### config.mk
export PLATFORM = sky130hd
export DESIGN_NAME = spi_initiator
export DESIGN_NICKNAME = d
export VERILOG_FILES = /design/src/rtl/spi_initiator.sv
export SDC_FILE = /design/constraint.sdc
export NUM_CORES = 1
export LEC_CHECK = 0
export ABC_AREA = 1
export CORE_UTILIZATION = 35
export DETAILED_ROUTE_END_ITERATION = 8
export MAX_ROUTING_LAYER = met4
export SYNTH_ARGS = -nofsm -noshare
export SYNTH_HDL_FRONTEND = slang
export SYNTH_SLANG_ARGS = --single-unit
### constraint.sdc
create_clock -name clk -period 1.97 [get_ports clk]
set_input_delay 0.197 -clock clk [delete_from_list [all_inputs] [get_ports clk]]
set_output_delay 0.197 -clock clk [all_outputs]
set_load 0.01 [all_outputs]
### src/rtl/spi_initiator.sv
// SPI initiator, mode 0, MSB first, fixed-width frames.
// Programmable sclk half-period; chip select can be held across frames.
module spi_initiator #(
    parameter int DATA_W = 8,
    parameter int DIV_W  = 8
) (
    input  logic              clk,
    input  logic              rst_n,
    input  logic [DIV_W-1:0]  div,
    input  logic              start,
    input  logic [DATA_W-1:0] tx_data,
    input  logic              hold_cs,
    output logic              busy,
    output logic              done,
    output logic [DATA_W-1:0] rx_data,
    output logic              cs_n,
    output logic              sclk,
    output logic              mosi,
    input  logic              miso
);

    localparam int EW = $clog2(2 * DATA_W + 1);

    typedef enum logic [2:0] {
        IDLE,
        SETUP,
        SHIFT,
        TRAIL,
        GAP
    } state_e;

    state_e            state_q, state_d;
    logic [DIV_W-1:0]  cnt_q, cnt_d;
    logic [DIV_W-1:0]  div_q, div_d;
    logic              hold_q, hold_d;
    logic [EW-1:0]     edge_q, edge_d;
    logic [DATA_W-1:0] tx_q, tx_d;
    logic [DATA_W-1:0] sh_q, sh_d;
    logic [DATA_W-1:0] rx_q, rx_d;
    logic              cs_n_q, cs_n_d;
    logic              sclk_q, sclk_d;
    logic              mosi_q, mosi_d;
    logic              busy_q, busy_d;
    logic              done_q, done_d;
    logic              tick;

    // End of a half-period: counter compares against the latched divider,
    // so H = 2^DIV_W is reachable without widening the counter.
    assign tick = (cnt_q == div_q);

    // Next-state and registered-output logic for the frame sequencer.
    always_comb begin
        state_d = state_q;
        cnt_d   = cnt_q;
        div_d   = div_q;
        hold_d  = hold_q;
        edge_d  = edge_q;
        tx_d    = tx_q;
        sh_d    = sh_q;
        rx_d    = rx_q;
        cs_n_d  = cs_n_q;
        sclk_d  = sclk_q;
        mosi_d  = mosi_q;
        busy_d  = busy_q;
        done_d  = 1'b0;
        unique case (state_q)
            IDLE: begin
                if (start) begin
                    tx_d    = tx_data;
                    div_d   = div;
                    hold_d  = hold_cs;
                    cnt_d   = '0;
                    cs_n_d  = 1'b0;
                    mosi_d  = tx_data[DATA_W-1];
                    busy_d  = 1'b1;
                    state_d = SETUP;
                end
            end
            SETUP: begin
                if (tick) begin
                    cnt_d   = '0;
                    edge_d  = '0;
                    state_d = SHIFT;
                end else begin
                    cnt_d = cnt_q + 1'b1;
                end
            end
            SHIFT: begin
                if (tick) begin
                    cnt_d  = '0;
                    sclk_d = ~sclk_q;
                    edge_d = edge_q + 1'b1;
                    if (!sclk_q) begin
                        sh_d = {sh_q[DATA_W-2:0], miso};
                    end else if (edge_q == EW'(2 * DATA_W - 1)) begin
                        state_d = TRAIL;
                    end else begin
                        tx_d   = tx_q << 1;
                        mosi_d = tx_q[DATA_W-2];
                    end
                end else begin
                    cnt_d = cnt_q + 1'b1;
                end
            end
            TRAIL: begin
                if (tick) begin
                    cnt_d  = '0;
                    done_d = 1'b1;
                    rx_d   = sh_q;
                    if (hold_q) begin
                        busy_d  = 1'b0;
                        state_d = IDLE;
                    end else begin
                        cs_n_d  = 1'b1;
                        state_d = GAP;
                    end
                end else begin
                    cnt_d = cnt_q + 1'b1;
                end
            end
            GAP: begin
                if (tick) begin
                    cnt_d   = '0;
                    busy_d  = 1'b0;
                    state_d = IDLE;
                end else begin
                    cnt_d = cnt_q + 1'b1;
                end
            end
            default: begin
                state_d = IDLE;
            end
        endcase
    end

    // State and output registers, cleared immediately on reset.
    always_ff @(posedge clk or negedge rst_n) begin
        if (!rst_n) begin
            state_q <= IDLE;
            cnt_q   <= '0;
            div_q   <= '0;
            hold_q  <= 1'b0;
            edge_q  <= '0;
            tx_q    <= '0;
            sh_q    <= '0;
            rx_q    <= '0;
            cs_n_q  <= 1'b1;
            sclk_q  <= 1'b0;
            mosi_q  <= 1'b0;
            busy_q  <= 1'b0;
            done_q  <= 1'b0;
        end else begin
            state_q <= state_d;
            cnt_q   <= cnt_d;
            div_q   <= div_d;
            hold_q  <= hold_d;
            edge_q  <= edge_d;
            tx_q    <= tx_d;
            sh_q    <= sh_d;
            rx_q    <= rx_d;
            cs_n_q  <= cs_n_d;
            sclk_q  <= sclk_d;
            mosi_q  <= mosi_d;
            busy_q  <= busy_d;
            done_q  <= done_d;
        end
    end

    assign busy    = busy_q;
    assign done    = done_q;
    assign rx_data = rx_q;
    assign cs_n    = cs_n_q;
    assign sclk    = sclk_q;
    assign mosi    = mosi_q;

endmodule

After elaboration in Yosys (flattened, before gate mapping)
Index checks and enable logic that the tools add are counted.
{"block": "word_totals", "reg_bits": 53, "in_bits": 21, "output_inout_bits": 13, "wordCells": 85}
{"block": "classes", "add_sub_neg": 2, "n_eq_ne": 16, "n_mux": 36, "n_bitwise": 1, "reduce_logical": 17}
{"cell": "two-way mux 7 bit", "count": 4}
{"cell": "two-way mux 3 bit", "count": 8}
{"cell": "inequality test 2 bit (second input constant)", "count": 10}
{"cell": "two-way mux 8 bit", "count": 2}
{"cell": "one-hot mux 8 bit (2 select lines)", "count": 1}
{"cell": "one-hot mux 3 bit (5 select lines)", "count": 1}
{"cell": "one-hot mux 7 bit (2 select lines)", "count": 1}
{"cell": "two-way mux 1 bit", "count": 13}
{"cell": "two-way mux 5 bit", "count": 2}
{"cell": "one-hot mux 5 bit (2 select lines)", "count": 1}
{"cell": "AND reduction 5 bit", "count": 2}
{"cell": "adder 8 x 1 -> 8 bit (second input constant)", "count": 1}
{"cell": "== test 8 bit", "count": 1}
{"cell": "AND reduction 2 bit", "count": 4}
{"cell": "nonzero test 2 bit", "count": 4}
{"cell": "AND reduction 7 bit", "count": 1}
{"cell": "== test 3 x 2 -> 1 bit (second input constant)", "count": 2}
{"cell": "AND reduction 3 bit", "count": 2}
{"cell": "adder 5 x 1 -> 5 bit (second input constant)", "count": 1}
{"cell": "== test 5 x 4 -> 1 bit (second input constant)", "count": 1}
{"cell": "one-hot mux 1 bit (2 select lines)", "count": 2}
{"cell": "AND reduction 4 bit", "count": 1}
{"cell": "OR reduction 4 bit", "count": 1}
{"cell": "== test 3 x 1 -> 1 bit (second input constant)", "count": 1}
{"cell": "5 further kinds", "count": 5}

Longest topological paths before layout
{"block": "logic_depth", "ltp_word": 5, "ltp_mapped": 11, "depth_no_buf": 10}

Worst setup path before layout
Ideal clock, no wire load.
{"block": "synth_timing", "path_kind": "register -> register", "from": "register edge_q[0]", "to": "register mosi_q, in the netlist mosi", "setup_ps": 117, "arrival_time_ps": 1449, "required_time_ps": 1853, "setup_slack_ps": 405, "path_stages_with_launch": 11, "n_path_buf": 0, "synth_period_minus_slack_ps": 1565, "cell_sequence": "dfrtp_1 ha_1 nand2_1 nor2_1 ha_1 nor2_1 nor2_1 nor2_4 nand2_4 nand2_1 nand2_1"}
{"block": "synth_between", "elab_chain_cells": 3}
{"item": "start: declaration", "line": "36", "source": "logic [EW-1:0] edge_q, edge_d;"}
{"item": "start signal: assignment", "line": "157", "source": "edge_q <= edge_d;"}
{"item": "== test 5 x 4 -> 1 bit", "line": "95", "source": "end else if (edge_q == EW'(2 * DATA_W - 1)) begin"}
{"item": "inequality test 2 bit (no line)"}
{"item": "AND reduction 5 bit (no line)"}
{"item": "end signal: assignment", "line": "163", "source": "mosi_q <= mosi_d;"}
{"item": "end: declaration", "line": "42", "source": "logic mosi_q, mosi_d;"}
Every way passes these cells.
A chain may end at the register's enable or synchronous reset.

Worst setup path in the final report
{"block": "layout_timing", "from": "register edge_q[0]", "to": "register tx_q[4]"}
{"block": "layout_between", "elab_chain_cells": 3}
{"item": "== test 5 x 4 -> 1 bit", "line": "95"}
{"item": "inequality test 2 bit (no line)"}
{"item": "AND reduction 5 bit (no line)"}
{"item": "end signal: assignment", "line": "158", "source": "tx_q <= tx_d;"}
{"item": "end: declaration", "line": "37", "source": "logic [DATA_W-1:0] tx_q, tx_d;"}
Every way passes these cells.

==> run metrics <==
Initial DRC Count=between 150 and 200; Filler cells=772; first-pass GRT wire length=9239 µm; clock tree sinks=53; minimum clock period=1763 ps; Worst IR Drop VDD=0.4381 mV; Die W=88.13 µm; Fmax=567.3 MHz; Flop pwr share=40.8%; Pre-antenna DRT Iters=4; fin cells=474; layout cells sized above 1=9.333%; Final period util=89.47%; GRT Total Usage=15.79%; final WL=5355 µm; Met1 Wirelength=2653 µm; Slew @ Worst Pin=about 570 ps; fin area=0.003202 mm²; dpl cells=approximately 470; predominant post-synthesis flop cell=dfrtp_1; final net count=398; status=completed; met3 wire length=215 µm; die span in y=88.13 µm; post-synthesis sequential area ratio=between 50 and 60%; sw power=roughly 1.6 mW; htree depth=2; number of flops mapped to enable cells by yosys=0; Post-CTS Setup Bufs=0; detailed-route DRC error count=0; number of global-route vias before repair=2006; Clk network pwr share=19.3%; commonest cells after routing, fill and taps aside=159 x nand2_1, 52 x dfrtp_1, 32 x clkdlybuf4s50_1; required time worst endpoint=around 2200 ps; Total Power=3.982 mW; grt total ovfl=0; Area Growth Syn to Fin=23.33%; Sw Ratio=39.77%; asr flop ratio synth=100.0%; via count=2164; WS Path Type=reg2reg; Mapped Cells=around 330; Worst slew margin=62.22%; vias per cell=4.565; TritonCTS clock tree=done; initial antenna violation count=0; count of final setup violators=0; Startpoint Class=flop; critical path arrival=1960 ps; clock skew=9.791 ps; hold crit path type=in2async; antenna diode count=0; Core ar.=between 0.007 and 0.008 mm²; Hold Fails Final Rpt=0; Distinct cells, synth=26; largest net degree at the start of global routing=24; worst-skew pair later-pin latency=300 ps; Setup Total Neg Slack=0 ps; DR WL/cell=between 10 and 15 µm; die area=~0.0078 mm²; Syn Area/Cell=roughly 7.8 µm²; ANT nets after route=0; Bufs on Longest Clock Path=2; placed inst area=between 0.003 and 0.004 mm²; MaxCap Viol Count=0; Rows=31; total CTS buffers=5; CP Capture Type=flop; flip-flop and latch count after synthesis=53; cell-internal power=2.398 mW; LEAKAGE=1.659 nW; crit-path max FO=9; commonest non-fill, non-tap cell in the layout=nand2_1; GPL Wtd Cong=0.9053; Power Density=1244 mW/mm²; cell area after synthesis=around 0.0026 mm²; HPWL after detailed placement=3937 µm; count of input and output buffers=33; starting density of the core=35.99%; Final Max Tran Viols=0; Synth Net Count=356; synth warn=0; CTS root buf=clkbuf_8; top layer in use=met4; RSZ-0062 raised after global routing=no; met2 wire len=2438 µm; combinational group share of total power=39.9%; I/O pin cnt=34; clock transition at the registers of the reported paths=100 ps; Reg2Reg Depth=10
==> final timing paths <==
path                       endpoint  slack [ps]      start
setup / recovery            tx_q[4]         210  edge_q[0]
hold / removal              sh_q[1]         420      rst_n
setup reg to reg            tx_q[4]         210  edge_q[0]
hold reg to reg                cs_n         470       cs_n
max in group asynchronous      cs_n         870      rst_n
min in group clk           div_q[6]         420     div[6]
==> sequential cells by signal, summed over array words and instances, names as in the netlist <==
signal and count:
cnt_q 8, div_q 8, rx_data 8, sh_q 8, tx_q 7, edge_q 5, state_q 3, busy 1
cs_n 1, done 1, hold_q 1, mosi 1, sclk 1
==> cells by family (layout without fill, tap and decap cells) <==
kind of cell	count (synthesis)	in the layout	synth area share [%]
adders and majority gates	3	3	1.446
DFF	53	53	51.13
buffers and inverters	34	77	5.397
and+or+nand+nor	213	213	35.66
AOI/OAI and AO/OA	24	24	4.674
xor gates and xnor gates	5	5	1.687
==> through the flow <==
| stage | hold WS, ps | worst slack [ps] | util, % |
|---|---|---|---|
| finish | 418.1 | 207.4 | 44.38 |
| global route | 442.8 | 45.64 | 44.38 |
| CTS | 416.0 | 206.1 | 44.38 |
| detailed placement | 223.2 | 235.2 | 42.58 |
| global placement | 223.7 | 222.2 | 42.58 |
| floorplan | -98.59 | 404.6 | - |
==> worst max-delay path, stage by stage, from the launching register on <==
cell and delay (ps):
dfrtp_1 420, ha_1 230, nand2_1 70, nor2_1 50, ha_1 170, nor2_1 130, nor2_1 80, nor2_4 250
nand2_4 130, nand2_1 80, nand2_1 40
==> layout make-up <==
type | count | area (µm²) | share of cell area, %
Clock inverter | 2 | 37.54 | 1.172
Timing Repair Buffer | 40 | 392.9 | 12.27
Tap cell | 99 | 123.9 | 3.869
Clock buffer | 6 | 82.58 | 2.579
Multi-Input combinational cell | 245 | 1129 | 35.25
Sequential cell | 53 | 1328 | 41.46
Inverter | 29 | 108.9 | 3.400
==> power by group through the flow <==
stage | combinational [mW] | sequential [mW] | clock [mW]
2_1_floorplan | 1.17 | 1.60 | 0
3_3_place_gp | 1.59 | 1.63 | 0
3_5_place_dp | 1.60 | 1.64 | 0
4_1_cts | 1.61 | 1.62 | 0.794
5_1_grt | 1.83 | 1.67 | 0.844
6_report | 1.59 | 1.63 | 0.767
==> metal layers <==
layer | GRT usage, % | vias up
met1 | 21.33 | 1011
li1 | - | 1118
met3 | 3.676 | 5
met4 | 3.959 | 0
met2 | 23.96 | 30
met5 | - | -
==> cells in the mapped netlist, types with 2 or more instances <==
library cell	count	area, µm²
buf_2	4	20.02
dfrtp_1	52	1301
ha_1	3	37.54
inv_1	25	93.84
inv_2	4	15.01
nand2_1	159	596.8
nand2_2	4	25.02
nand2_4	2	22.52
nand3_1	18	90.09
nand4_1	6	37.54
nor2_1	12	45.04
nor2_2	3	18.77
nor2_4	4	45.04
o21ai_0	21	105.1
xnor2_1	3	26.28
xor2_1	2	17.52
==> repair_timing <==
action,in CTS,in global routing
resized for setup,0,0
hold buffers,1,0
endpoints found under the hold margin,21,0
Note: power is estimated with default switching activity, not from simulation.
==> edit 1 (config.mk and constraints unchanged) <==
`DATA_W`: 8 -> 16.
--- a/src/rtl/spi_initiator.sv
+++ b/src/rtl/spi_initiator.sv
@@ -1,7 +1,7 @@
 // SPI initiator, mode 0, MSB first, fixed-width frames.
 // Programmable sclk half-period; chip select can be held across frames.
 module spi_initiator #(
-    parameter int DATA_W = 8,
+    parameter int DATA_W = 16,
     parameter int DIV_W  = 8
 ) (
     input  logic              clk,
Ports: changed (resized rx_data and tx_data); port bits go from 34 to 50. No check against the original RTL was run, so the function may have changed too.
==> edit 1 against the unedited design <==
- count of clock-buffer cells in the layout increased by 4
- setup slack improved by 0.032 ns
- hold slack got worse by 0.025 ns
- routed wire length is 38% higher
- total power is 28% lower
- largest power group unchanged
- sequential cell count increased by 25
- highest routed layer unchanged
- area after synthesis grew 44%
- cell area is 41% higher
==> edit 1: results (changes against the unedited design) <==
Yosys
  • Seq/Total Area, Yosys: 52.07% (+0.94 points)
  • Xor and xnor fraction of the mapped netlist area: 1.868% (+0.18 points)
  • Post-Syn Nets: 488 (+37%)
  • Synth cell types: 28 (+7.7%)
  • Synth top cells by count: 181 x nand2_1, 77 x dfrtp_1, 43 x inv_1
  • Compound-gate portion of the synthesized area: 9.139% (+4.5 points)
  • Largest cells by area after synthesis: dfrtp_1 51%, nand2_1 18%, inv_1 4.3%
  • Adder-Cell Fraction of Synth Area: 0.6671% (-0.78 points)
  • Fraction of registers with async set/reset: 100.0% (unchanged)

Clocking
  • Clk pin slew, worst setup/hold paths: 0.08 ns (-0.02 ns)
  • Worst skew pair latency: 0.34 ns (+0.04 ns)
  • Clk Tree Root Cell: clkbuf_8
  • Htree depth: 3 (+1)
  • TritonCTS Buffers: 9 (+4)

Critical path
  • Critical Path Max Stage Delay: 0.39 ns (-0.03 ns)
  • FF-to-FF End: tx_q[2]$_DFFE_PN0P_
  • Reg2reg start: edge_q[0]$_DFFE_PN0P_
  • Worst-path fanout max: 16 (+7)
  • Worst reg2reg path depth: 8 (-2)
  • Register-to-register setup slack: 0.24 ns (+0.03 ns)

Global route
  • First-pass GRT wire length: 13150 um (+42%)
  • Largest net degree at the start of global routing: 79 (+230%)
  • Vias in the first global route: 2870 (+43%)
  • GRT Total Usage: 14.96% (-0.83 points)

Placement
  • Detailed placement HPWL: 5043 um (+28%)
  • Port Buffer Count: 49 (+48%)
  • RePlAce Congestion: 0.8501 (-6.1%)
  • Placed cell area: 4329 sq um (+41%)

Routing
  • Initial DRC count: 122 (-26%)
  • Post-DR wirelength/cell: 11.43 um (+1.2%)
  • Vias per cell: 4.564 (about the same)

Status
  • Outcome: finished, final reports clean

Power and ir drop
  • Peak VDD IR: 0.0004256 V (-2.8%)
  • Leakage: 2.266 nW (+37%)

Cells and area
  • Final nets: 538 (+35%)
  • Layout cells sized above 1: 11.15% (+1.8 points)

Min path
  • Worst Hold Launch: div[6]
  • Hold Crit Class: in -> reg

STA
  • Slew @ Worst Pin: 0.4201 ns (-0.1466 ns)
  • Slew Viols, Final: 0 (unchanged)
  • Clk_skew: 0.007187 ns (-0.002603 ns)
==> edit 1: kinds of logic after synthesis <==
kind of cell | Yosys count
simple gates | 247
flops | 78
buf+inv | 64
compound gates | 58
xor+xnor | 8
fa+ha+maj | 2
==> edit 1: worst min path at each step <==
stage	to
floorplan	busy$_DFFE_PN0P_
global placement	rx_data[2]$_DFFE_PN0P_
finish	div_q[6]$_DFFE_PN0P_
CTS	div_q[6]$_DFFE_PN0P_
global route	div_q[2]$_DFFE_PN0P_
detailed placement	rx_data[3]$_DFFE_PN0P_
==> edit 1: stage by stage <==
stage	power, W	instances	utilization, %	setup WS [ns]	hold slack, ns
detailed placement	0.001743	631	41.75	0.2164	0.2644
floorplan	0.001646	457	-	0.5374	-0.09859
global route	0.002976	647	43.65	0.07986	0.4056
global placement	0.001742	631	41.75	0.2383	0.2569
finish	0.002859	647	43.65	0.2393	0.3929
CTS	0.002917	647	43.65	0.2058	0.3711
==> edit 1: repair_timing <==
action	in CTS	in global routing
setup buffers	0	0
hold buffers	1	0
endpoints found under the hold margin	77	0
==> edit 1: area by class of cell <==
| class | count | area, sq um |
|---|---|---|
| clock buffers | 10 | 137.6 |
| clock inverters | 5 | 50.05 |
| fillers | 1074 | 5843 |
| inverters | 50 | 190.2 |
| multi-input cells | 315 | 1493 |
| flip-flops and latches | 78 | 1953 |
| well taps | 136 | 170.2 |
| repair buffers | 53 | 533.0 |
==> edit 1: routing by layer <==
metal	vias up	global-route usage, %	share of wire, %
li1	1517	-	-
met1	1364	19.44	49
met2	60	23.31	47
met3	12	3.401	3.6
met4	0	4.663	1.2
met5	-	-	0
==> edit 1: report_power, final <==
part	total (W)	internal [W]	switching, W
Sequential	0.00160	0.00160	0
Combinational	0.000109	0.0000604	0.0000486
Clock	0.00115	0.000604	0.000546
==> edit 2 (same flow settings) <==
Without the edit above. Take the reset off `tx_q`, `sh_q` and `rx_q` and load them in a clocked block of their own.
--- a/src/rtl/spi_initiator.sv
+++ b/src/rtl/spi_initiator.sv
@@ -141,9 +141,6 @@
             div_q   <= '0;
             hold_q  <= 1'b0;
             edge_q  <= '0;
-            tx_q    <= '0;
-            sh_q    <= '0;
-            rx_q    <= '0;
             cs_n_q  <= 1'b1;
             sclk_q  <= 1'b0;
             mosi_q  <= 1'b0;
@@ -155,15 +152,18 @@
             div_q   <= div_d;
             hold_q  <= hold_d;
             edge_q  <= edge_d;
-            tx_q    <= tx_d;
-            sh_q    <= sh_d;
-            rx_q    <= rx_d;
             cs_n_q  <= cs_n_d;
             sclk_q  <= sclk_d;
             mosi_q  <= mosi_d;
             busy_q  <= busy_d;
             done_q  <= done_d;
         end
+    end
+
+    always_ff @(posedge clk) begin
+        tx_q <= tx_d;
+        sh_q <= sh_d;
+        rx_q <= rx_d;
     end
 
     assign busy    = busy_q;
Check against the original RTL: same outputs for any inputs over 10 cycles, from zero or initial values and one cycle with rst_n low; that may be too few to reach the edited logic, so the function may still have changed.
==> edit 2 against the unedited design <==
- the run now ends with DRC left
- combinational power shrank 18%
- total power shrank 10%
- clock skew shrank 0.0018 ns
- setup slack lost 0.056 ns
- cell count shrank 15%
- routed wire length shrank 20%
- sequential cell count is the same
- cell area shrank 5.9%
- via count shrank 20%
- area after synthesis shrank 5.7%
- critical endpoint is now tx_q[5]$_DFFE_PP_
==> edit 2: results (changes against the unedited design) <==
Routing
  • Met3 wire len: 91 um (-58%)
  • Met1 Routed Length: 2138 um (-19%)
  • Initial DRC count: 69 (-58%)
  • Drt first pass iters: 6 (+2)
  • Metal2 WL: 2039 um (-16%)
  • Routed wire length: 4307 um (-20%)
  • Post-DR wirelength/cell: 10.71 um (-5.2%)
  • Vias: 1740 (-20%)
  • Post-route DRC: 1 (+1)

Yosys
  • Syn_area_per_cell: 9.346 sq um (+20%)
  • Fraction of registers with async set/reset: 56.60% (-43 points)
  • Synth cell types: 27 (+3.8%)
  • Number of flops mapped to enable cells by yosys: 23 (+23)
  • Synth top cells by count: 103 x nand2_1, 29 x dfrtp_1, 25 x inv_1
  • Seq/Total Area, Yosys: 58.92% (+7.8 points)
  • Post-Syn Nets: 286 (-20%)

Global route
  • M2 GR Usage: 22.47% (-1.5 points)
  • Met1 Use GR: 16.92% (-4.4 points)
  • GRT Total Usage: 13.56% (-2.2 points)
  • First-pass GRT wire length: 7624 um (-17%)
  • Largest net degree at the start of global routing: 31 (+29%)
  • GR Util met3: 1.732% (-1.9 points)

STA
  • Clk_skew: 0.008001 ns (-0.001790 ns)
  • Slew @ Worst Pin: 0.4062 ns (-0.1604 ns)

Power and ir drop
  • Sw Ratio: 38.71% (-1.1 points)
  • Sequential Power Share: 46.1% (+5.3 points)
  • Comb power frac: 36.5% (-3.4 points)
  • Leakage: 1.365 nW (-18%)
  • Peak VDD IR: 0.0003276 V (-25%)

Placement
  • Detailed placement HPWL: 3170 um (-19%)
  • RePlAce Congestion: 0.8482 (-6.3%)
  • Total placed cells including tap cells: 394 (-15%)
  • Pre-CTS WS: 0.06222 ns (-0.1730 ns)

Cells and area
  • Layout cells sized above 1: 12.42% (+3.1 points)
  • Final nets: 329 (-17%)

Status
  • Outcome: complete, but fails checks
  • Failing checks: DRC
[edit 2: worst paths after layout]
kind	from	endpoint	slack, ns	cells after the start
setup / recovery	edge_q[0]$_DFFE_PN0P_	tx_q[5]$_DFFE_PP_	0.15	8
hold / removal	rst_n	div_q[5]$_DFFE_PN0P_	0.28	2
setup reg to reg	edge_q[0]$_DFFE_PN0P_	tx_q[5]$_DFFE_PP_	0.15	8
hold reg to reg	sh_q[7]$_DFFE_PP_	rx_data[7]$_DFFE_PP_	0.43	0
max in group asynchronous	rst_n	cs_n$_DFFE_PN1P_	1.37	2
min in group clk	div[6]	div_q[6]$_DFFE_PN0P_	0.43	3
[edit 2: per-stage QoR]
| stage | cell area, sq um | total power (W) | hold slack (ns) |
|---|---|---|---|
| floorplan | 2449 | 0.002618 | -0.09859 |
| global placement | 2917 | 0.002954 | 0.4028 |
| detailed placement | 2917 | 0.002987 | 0.4080 |
| CTS | 3010 | 0.003621 | 0.2963 |
| global route | 3014 | 0.003896 | 0.3151 |
| finish | 3014 | 0.003580 | 0.2813 |
[edit 2: cell families after synthesis]
group	synth area share (%)
simple gates	27.03
fa+ha+maj	1.533
compound gates	4.343
flops	58.92
buf+inv	6.029
xor+xnor	2.147
[edit 2: what timing repair did]
| item | 4_1_cts | 5_1_grt |
|---|---|---|
| endpoints found under the hold margin | 0 | 0 |
| buffers inserted | 0 | 0 |
| hold buffers | 0 | 0 |
| gates resized for setup | 0 | 1 |
| endpoints found under the setup margin | 0 | 7 |
[edit 2: cell type report]
| class | count | area share (%) |
|---|---|---|
| clock inverter | 3 | 0.8302 |
| multi-input combinational | 174 | 28.48 |
| clock buffer | 5 | 2.283 |
| timing repair buffer | 39 | 12.45 |
| inverter | 32 | 4.110 |
| tap | 96 | 3.985 |
| sequential | 53 | 47.86 |
